$ cat src/rtl/rle_pkg.sv
// Shared types for the run-length encoder.
// Pair layout matches the decoder word format.
package rle_pkg;

  localparam int SYM_W_DEF = 8;
  localparam int CNT_W_DEF = 8;

  typedef enum logic [1:0] {
    ST_IDLE,
    ST_RUN,
    ST_FLUSH
  } state_t;

  typedef struct packed {
    logic [SYM_W_DEF-1:0] sym;
    logic [CNT_W_DEF-1:0] cnt;
  } pair_t;

  // Count 0 marks an unused slot.
  localparam pair_t PAD_PAIR = '0;

endpackage

$ cat src/rtl/rle_pair_if.sv
// Pair handshake between run detector and packer.
// Valid/ready: a pair moves when both are high.
interface rle_pair_if;
  import rle_pkg::*;

  logic  valid;
  logic  ready;
  logic  last;
  pair_t pair;

  modport master (
    output valid,
    output last,
    output pair,
    input  ready
  );

  modport slave (
    input  valid,
    input  last,
    input  pair,
    output ready
  );

endinterface

$ cat src/rtl/rle_pair_packer.sv
// Packs two (sym,cnt) pairs per 32-bit word.
// A last pair in slot 0 is padded out with PAD_PAIR.
module rle_pair_packer
  import rle_pkg::*;
(
  input  logic        clk,
  input  logic        reset_n,
  rle_pair_if.slave   pif,
  output logic [31:0] coded_data_bus,
  output logic        coded_valid,
  output logic        coded_last,
  input  logic        coded_ready
);

  pair_t slot;
  logic  slot_full;
  logic  take;

  // Only take a pair when the output register can absorb a word.
  assign pif.ready = !coded_valid || coded_ready;
  assign take      = pif.valid && pif.ready;

  always_ff @(posedge clk or negedge reset_n) begin
    if (!reset_n) begin
      slot           <= PAD_PAIR;
      slot_full      <= 1'b0;
      coded_data_bus <= '0;
      coded_valid    <= 1'b0;
      coded_last     <= 1'b0;
    end else begin
      if (coded_valid && coded_ready) begin
        coded_valid <= 1'b0;
        coded_last  <= 1'b0;
      end
      if (take) begin
        if (slot_full) begin
          coded_data_bus <= {slot, pif.pair};
          coded_valid    <= 1'b1;
          coded_last     <= pif.last;
          slot_full      <= 1'b0;
        end else if (pif.last) begin
          coded_data_bus <= {pif.pair, PAD_PAIR};
          coded_valid    <= 1'b1;
          coded_last     <= 1'b1;
        end else begin
          slot      <= pif.pair;
          slot_full <= 1'b1;
        end
      end
    end
  end

endmodule

$ cat src/rtl/rle_encoder.sv
// Run-length encoder: run detection FSM feeding
// the pair packer that builds 32-bit coded words.
module rle_encoder
  import rle_pkg::*;
#(
  parameter int SYM_W = SYM_W_DEF,
  parameter int CNT_W = CNT_W_DEF
) (
  input  logic             clk,
  input  logic             reset_n,
  input  logic [SYM_W-1:0] in_data,
  input  logic             in_valid,
  input  logic             in_last,
  output logic             in_ready,
  output logic [31:0]      coded_data_bus,
  output logic             coded_valid,
  output logic             coded_last,
  input  logic             coded_ready
);

  localparam logic [CNT_W-1:0] CNT_MAX = '1;
  localparam logic [CNT_W-1:0] CNT_ONE = CNT_W'(1);

  state_t           state;
  logic [SYM_W-1:0] cur_sym;
  logic [CNT_W-1:0] cur_cnt;
  logic             armed;
  logic             accept;
  logic             extend;

  rle_pair_if pif ();

  // armed keeps in_ready low while reset is held.
  assign in_ready = armed && (state != ST_FLUSH) && pif.ready;
  assign accept   = in_valid && in_ready;
  assign extend   = (state == ST_RUN) &&
                    (in_data == cur_sym) &&
                    (cur_cnt != CNT_MAX);

  always_comb begin
    pif.valid    = 1'b0;
    pif.last     = 1'b0;
    pif.pair.sym = cur_sym;
    pif.pair.cnt = cur_cnt;
    unique case (1'b1)
      state == ST_FLUSH: begin
        pif.valid = 1'b1;
        pif.last  = 1'b1;
      end
      state == ST_RUN: begin
        pif.valid = accept && !extend;
      end
      default: ;
    endcase
  end

  always_ff @(posedge clk or negedge reset_n) begin
    if (!reset_n) begin
      state   <= ST_IDLE;
      cur_sym <= '0;
      cur_cnt <= '0;
      armed   <= 1'b0;
    end else begin
      armed <= 1'b1;
      unique case (state)
        ST_IDLE: begin
          if (accept) begin
            cur_sym <= in_data;
            cur_cnt <= CNT_ONE;
            state   <= in_last ? ST_FLUSH : ST_RUN;
          end
        end
        ST_RUN: begin
          if (accept) begin
            if (extend) begin
              cur_cnt <= cur_cnt + CNT_ONE;
            end else begin
              cur_sym <= in_data;
              cur_cnt <= CNT_ONE;
            end
            if (in_last) state <= ST_FLUSH;
          end
        end
        ST_FLUSH: begin
          if (pif.ready) begin
            state   <= ST_IDLE;
            cur_cnt <= '0;
          end
        end
        default: state <= ST_IDLE;
      endcase
    end
  end

  rle_pair_packer u_packer (
    .clk            (clk),
    .reset_n        (reset_n),
    .pif            (pif),
    .coded_data_bus (coded_data_bus),
    .coded_valid    (coded_valid),
    .coded_last     (coded_last),
    .coded_ready    (coded_ready)
  );

endmodule

$ cat config.mk
export PLATFORM = sky130hd
export DESIGN_NAME = rle_encoder
export DESIGN_NICKNAME = d
export VERILOG_FILES = /design/src/rtl/rle_pkg.sv /design/src/rtl/rle_pair_if.sv /design/src/rtl/rle_pair_packer.sv /design/src/rtl/rle_encoder.sv
export SDC_FILE = /design/constraint.sdc
export NUM_CORES = 1
export LEC_CHECK = 0
export ABC_AREA = 1
export ABC_CLOCK_PERIOD_IN_PS = 3700
export CORE_MARGIN = 2
export CORE_UTILIZATION = 59
export CTS_CLUSTER_SIZE = 28
export DETAILED_ROUTE_END_ITERATION = 12
export PLACE_DENSITY = 0.82
export RECOVER_POWER = 100
export SYNTH_ARGS = -nofsm -noshare
export SYNTH_HDL_FRONTEND = slang
export SYNTH_SLANG_ARGS = --single-unit
export TNS_END_PERCENT = 100
$ cat constraint.sdc
create_clock -name clk -period 3.7 [get_ports clk]
set_clock_uncertainty 0.1 [all_clocks]
set_input_delay 0.37 -clock clk [delete_from_list [all_inputs] [get_ports clk]]
set_output_delay 0.37 -clock clk [all_outputs]
set_load 0.1 [all_outputs]
==> results of run 1 <==
==> final timing paths <==
check	endpoint	slack, ps	cells after the start
min reg2reg	u_packer.coded_data_bus[2]$_DFFE_PN0P_	370	2
max in group asynchronous	cur_sym[6]$_DFFE_PN0P_	1230	2
min	u_packer.coded_data_bus[2]$_DFFE_PN0P_	370	2
min in group asynchronous	u_packer.coded_data_bus[27]$_DFFE_PN0P_	570	1
max	u_packer.slot[4]$_DFFE_PN0P_	830	12
max reg2reg	u_packer.slot[4]$_DFFE_PN0P_	830	12
==> power by group through the flow <==
stage	Clock, W	Combinational, W	Sequential [W]
5_1_grt	0.000817	0.00226	0.00128
2_1_floorplan	0	0.000801	0.00210
3_3_place_gp	0	0.00212	0.00124
4_1_cts	0.000773	0.00216	0.00124
3_5_place_dp	0	0.00215	0.00125
6_report	0.000773	0.00210	0.00124
==> routing by layer <==
| layer | share of wire | routed length, um |
|---|---|---|
| met2 | 0.45 | 3530 |
| met4 | 0.017 | 136 |
| met3 | 0.063 | 491 |
| met5 | 0 | 0 |
| met1 | 0.47 | 3660 |
==> stage by stage <==
stage | setup slack, ps | hold WS (ps) | util
6_report | 830 | 371 | 0.744
5_1_grt | 631 | 384 | 0.744
4_1_cts | 998 | 98.2 | 0.748
3_5_place_dp | 860 | 358 | 0.703
3_3_place_gp | 949 | 351 | 0.703
2_1_floorplan | 887 | -25.6 | -
==> synthesized netlist by cell type, drive strengths merged <==
library cell	count	share of area
nand2	177	0.20
dfrtp	70	0.51
nand3	60	0.089
inv	38	0.042
o21ai	32	0.047
nor2	18	0.021
buf	12	0.023
a21oi	6	0.0088
clkbuf	5	0.0055
ha	5	0.018
nand4	4	0.0073
a21boi	3	0.0066
clkinv	2	0.0022
nor3	2	0.0029
a22oi	1	0.0022
conb	1	0.0011
mux2	1	0.0033
o21a	1	0.0022
o32ai	1	0.0026
xnor2	1	0.0026
==> logic make-up after synthesis <==
logic type | count (synthesis) | synth area share
AND/OR/NAND/NOR | 261 | 0.321
XOR/XNOR | 1 | 0.00256
AO/OA/AOI/OAI | 44 | 0.0691
other | 1 | 0.00110
adder cells (fa/ha/maj) | 5 | 0.0183
buffers and inverters | 57 | 0.0728
multiplexers | 1 | 0.00329
flip-flops | 70 | 0.512
==> sequential cells by signal, indices dropped and copies added, names as in the netlist <==
| name | flops |
|---|---|
| u_packer.coded_valid | 1 |
| u_packer.slot | 16 |
| u_packer.coded_data_bus | 32 |
| u_packer.coded_last | 1 |
| state | 2 |
| armed | 1 |
| cur_sym | 8 |
| u_packer.slot_full | 1 |
| cur_cnt | 8 |
==> worst max-delay path, delay by kind of cell, from the launching register on <==
kind,cells,cell delay (ps)
simple gates,10,1840
flops,1,470
fa+ha+maj,1,220
buf+inv,1,110
==> cell type report <==
class	count	area, sq um
Fill cell	448	1420
Tap cell	72	90.1
Sequential cell	70	1750
Clock buffer	13	159
Multi-Input combinational cell	313	1410
Clock inverter	3	90.1
Inverter	40	150
Timing Repair Buffer	50	478
==> impl_metrics.csv, run 1 <==
group,metric,value,unit
hold_path,hold_class,"register to register",
pwr,comb_power_share,0.511,
finish,stdcell_count,561,
synthesis,yosys_warnings,0,
finish,fin_nets,502,
global_routing,grt_usage,0.274,
timing,final_max_slew_viol_count,43,
route,first_iter_violations,372,
timing,max_freq,0.348,GHz
floorplanning,dieArea,6420,sq um
job,drv_cap,1,
worst_setup_path,startpoint_type,"register",
finish,final_cell_mix,"175 x nand2_1, 70 x dfrtp_1, 60 x nand3_1",
worst_setup_path,crit_start,"cur_cnt[1]$_DFFE_PN0P_",
floorplanning,die_h,80.1,um
timing,hold_viol_final,0,
floorplanning,core_area,5540,sq um
clocking,cts-resized-gates,0,
pwr,ir_drop,0.000687,V
finish,areaGrowthSynthToFinish,20.6,%
finish,final_common_cell,"nand2_1",
floorplanning,io_pins,48,
synthesis,synth_cells,440,
route,drt_pre_antenna_iters,5,
worst_setup_path,crit_required,3830,ps
global_routing,grt_util_met3,0.0371,
global_routing,grt_pass1_wl,13.5,mm
synthesis,synthesis.nets,458,
worst_setup_path,cp.arrival,3000,ps
worst_setup_path,cp_max_fo,51,
pwr,p_total,0.00412,W
synthesis,syn_area,3420,sq um
worst_setup_path,slowest_delay,550,ps
timing,maxSlewHeadroom,-0.456,
pwr,netSwitchingFraction,0.524,
placed_design,port_buffers,47,
placed_design,dp.cells,545,
synthesis,ys_seq_area_frac,0.512,
hold_path,hold_start,"u_packer.coded_data_bus[2]$_DFFE_PN0P_",
worst_setup_path,cp_cell_sequence,"ha_1 -> nand2_1 -> inv_1 -> nand2_1 -> nor2_1 -> nor2_1 -> nand3_1 -> nand2_1 -> nand2_4 -> nand2_1 -> nand2_1 -> nand2_1",
clocking,cts_tree,"yes",
global_routing,use_met1,0.412,
global_routing,met2_usage,0.405,
synthesis,synth-seq-cells,70,
worst_setup_path,crit_path_top_delay_cell,"nand2_1",
timing,setup_violations,0,
worst_setup_path,path_common_cell,"nand2_1",
pwr,clockPowerShare,0.188,
clocking,cts_buffers,9,
clocking,clockBufferDepth,2,
floorplanning,placementRows,27,
outcome,failed_checks,"max-capacitance violations, max-slew violations",
placed_design,post_dp_cell_area,3900,sq um
route,drtAntennaViolNets,0,
global_routing,grt_max_degree,52,
global_routing,grt_remaining_overflow,0,
finish,layout-drive-gt1-share,0.0491,
timing,worst_slew_pin_slew,2180,ps
timing,grt_setup_unrepaired,"no",
route,vias,3025,
finish,final_area,4120,sq um
timing,fin_crit,2870,ps
route,wl_per_cell,13.9,um
global_routing,grt_pass1_vias,2827,
placed_design,gp_congestion,0.882,
pwr,power_density,998,nW/um^2
clocking,cts_max_level,3,
worst_setup_path,crit_type,"register to register",
route,wl,7.82,mm
floorplanning,start_util,0.617,
outcome,outcome,"finished with violations",
route,drc,0,
route,viasPerCell,5.39,
pwr,p_switching,0.00216,W
clocking,cts_setup_buffers,0,
pwr,p_int,0.00196,W
clocking,cts_sinks,70,
timing,fin_crit_sh,0.776,
worst_setup_path,rr_startpoint,"cur_cnt[1]$_DFFE_PN0P_",
pwr,cellLeakagePower,2.21,nW
worst_setup_path,endpoint_kind,"register",
global_routing,top_usage_layer,"met1",
finish,insertedDiodeCount,0,
clocking,clk_latency,340,ps
timing,setup-tns-final,0,ps
synthesis,yosysUniqueCellTypes,28,
clocking,path_clk_slew,70,ps
synthesis,syn_area_per_cell,7.77,sq um
global_routing,antenna_found_initial,0,
floorplanning,die_x,80.1,um
clocking,clock_tree.root_cell,"clkbuf_8",
placed_design,dpl.hpwl,5.42,mm
clocking,ctsHoldBuffers,0,
pwr,seqPwrFrac,0.302,
(Power assumes the default switching activity.)
==> run 2, diff against run 1 <==
Settings changed: ABC_CLOCK_PERIOD_IN_PS 3700 to 2300, CORE_UTILIZATION 59 to 49, PLACE_DENSITY 0.82 to 0.73.
Clock period 3.7 ns to 2.3 ns, I/O delays scaled along.
==> run 2 against run 1 <==
The flow now finishes without violations; first-iteration DRC count shrank 49%; via count shrank 0.33%; sequential cell count is the same; sequential share of layout area grew 1.2 points; critical path depth is the same; routed wire length grew 0.31%; highest routed layer unchanged.
==> impl_metrics.csv, run 2 (same netlist as run 1, synthesis figures left out) <==
group,metric,value,unit
placed_design,port_buffers,47,
route,wl,7.84,mm
floorplanning,die_x,87.6,um
floorplanning,start_util,0.506,
timing,max_freq,0.468,GHz
hold_path,worstHoldEndpoint,"u_packer.coded_data_bus[1]$_DFFE_PN0P_",
worst_setup_path,crit_type,"register to register",
timing,final_max_slew_viol_count,0,
worst_setup_path,cp_num_buf_inv,3,
timing,maxSlewHeadroom,0.0794,
placed_design,dpl.hpwl,5.61,mm
finish,fillers,659,
timing,setup_violations,0,
route,drt_pre_antenna_iters,5,
placed_design,gp_congestion,0.879,
worst_setup_path,crit_path_top_delay_cell,"dfrtp_1",
global_routing,grt_max_degree,33,
clocking,path_clk_slew,80,ps
finish,layout-drive-gt1-share,0.0800,
floorplanning,placementRows,30,
route,vias,3015,
timing,hold_viol_final,0,
worst_setup_path,reg2reg_to,"u_packer.coded_data_bus[24]$_DFFE_PN0P_",
worst_setup_path,cp.depth,12,
worst_setup_path,endpoint_kind,"register",
route,viasPerCell,5.20,
clocking,cts_tree,"yes",
worst_setup_path,rr_startpoint,"state[1]$_DFFE_PN0P_",
clocking,clockBufferDepth,2,
worst_setup_path,cp_max_fo,11,
floorplanning,die_h,87.6,um
finish,largest_register_ffs,32,
finish,regMostFlops,"u_packer.coded_data_bus",
route,wl_per_cell,13.5,um
timing,fin_crit,2140,ps
finish,multi_input_area,1420,sq um
clocking,clk_latency,350,ps
finish,top_regs,"u_packer.coded_data_bus x32, u_packer.slot x16",
job,drv_cap,0,
hold_path,hold_start,"u_packer.coded_data_bus[1]$_DFFE_PN0P_",
route,first_iter_violations,191,
worst_setup_path,path_common_cell,"nand2_1",
hold_path,hold_class,"register to register",
worst_setup_path,reg2reg_depth,12,
hold_path,whs_path_depth,2,
outcome,outcome,"finished clean",
floorplanning,io_pins,48,
global_routing,grt_pass1_vias,2837,
floorplanning,core_area,6760,sq um
worst_setup_path,crit_required,2450,ps
finish,final_cell_mix,"173 x nand2_1, 70 x dfrtp_1, 59 x nand3_1",
global_routing,antenna_found_initial,0,
finish,final_util,0.593,
clocking,cts_setup_buffers,0,
floorplanning,dieArea,7670,sq um
clocking,cts_max_level,3,
worst_setup_path,cp.arrival,2290,ps
global_routing,grt_usage,0.225,
global_routing,grt_pass1_wl,13.4,mm
timing,grt_setup_unrepaired,"no",
timing,setup-tns-final,0,ps
worst_setup_path,reg2reg_slack,160,ps
worst_setup_path,startpoint_type,"register",
timing,fin_crit_sh,0.930,
clocking,cts_buffers,9,
finish,areaGrowthSynthToFinish,17.1,%
clocking,clock_tree.root_cell,"clkbuf_8",
finish,fin_nets,513,
clocking,cts_sinks,70,
finish,seqCellArea,1750,sq um
worst_setup_path,slowest_delay,410,ps
finish,final_common_cell,"nand2_1",
worst_setup_path,path_delay_family,"simple AND/OR/NAND/NOR gates",
timing,worst_slew_pin_slew,1380,ps
worst_setup_path,cp_cell_sequence,"inv_1 -> ha_1 -> inv_2 -> a21oi_1 -> nand2_1 -> nor2_1 -> nand3_2 -> nand2_2 -> nand2_4 -> clkbuf_2 -> nand3_1 -> nand2_1",
finish,insertedDiodeCount,0,
route,drc,0,
route,drtAntennaViolNets,0,
global_routing,grt_remaining_overflow,0,
-- run 2: cell types whose count changed in the layout (fill, tap and decap cells not counted), moves of 2 or more --
| cell | previous run | this run |
|---|---|---|
| buf_4 | 2 | 8 |
| dlygate4sd3_1 | 34 | 1 |
| nand2_1 | 175 | 173 |
| clkinv_4 | 0 | 2 |
| clkbuf_2 | 1 | 3 |
| clkbuf_1 | 4 | 37 |
-- run 2: worst max path at each step --
stage                              startpoint                                       to
6_report                 state[1]$_DFFE_PN0P_  u_packer.coded_data_bus[24]$_DFFE_PN0P_
3_5_place_dp                      coded_ready  u_packer.coded_data_bus[15]$_DFFE_PN0P_
5_1_grt                               reset_n  u_packer.coded_data_bus[15]$_DFFE_PN0P_
2_1_floorplan  u_packer.coded_valid$_DFF_PN0_                   cur_cnt[5]$_DFFE_PN0P_
3_3_place_gp                      coded_ready                   cur_cnt[5]$_DFFE_PN0P_
4_1_cts                  state[1]$_DFFE_PN0P_  u_packer.coded_data_bus[15]$_DFFE_PN0P_
-- run 2: stage by stage --
| step | hold slack (ps) | setup WS (ps) | cells | area (sq um) |
|---|---|---|---|---|
| after floorplan | -166 | 23.9 | 440 | 3420 |
| after global placement | 150 | 256 | 563 | 3930 |
| after detailed placement | 152 | 224 | 563 | 3930 |
| after CTS | 316 | 216 | 580 | 4160 |
| after global routing | 393 | 12.6 | 580 | 4010 |
| final | 370 | 162 | 580 | 4010 |
-- run 2: worst min-delay path, stage by stage (launching register included) --
cell and delay [ps]:
dfrtp_1 340, nand2_1 50, nand2_1 40
-- run 2: layer usage --
metal | wire length [um] | track usage | vias up
met4 | 135 | 0.0867 | 0
met2 | 3370 | 0.329 | 100
li1 | - | - | 1510
met1 | 3870 | 0.329 | 1389
met5 | 0 | 0 | -
met3 | 464 | 0.0481 | 16
-- run 2: area by class of cell --
| type | count | area share |
|---|---|---|
| Sequential cell | 70 | 0.437 |
| Clock buffer | 11 | 0.0353 |
| Inverter | 40 | 0.0375 |
| Tap cell | 80 | 0.0250 |
| Multi-Input combinational cell | 313 | 0.355 |
| Clock inverter | 5 | 0.0206 |
| Timing Repair Buffer | 61 | 0.0893 |
-- run 2: repair_timing --
item	in CTS	in global routing
gates resized for setup	0	0
endpoints found under the hold margin	22	0
hold buffers	1	0
Power of run 2 is not shown: default switching activity piles up to over one toggle a cycle in this logic, so the estimate is an artifact.
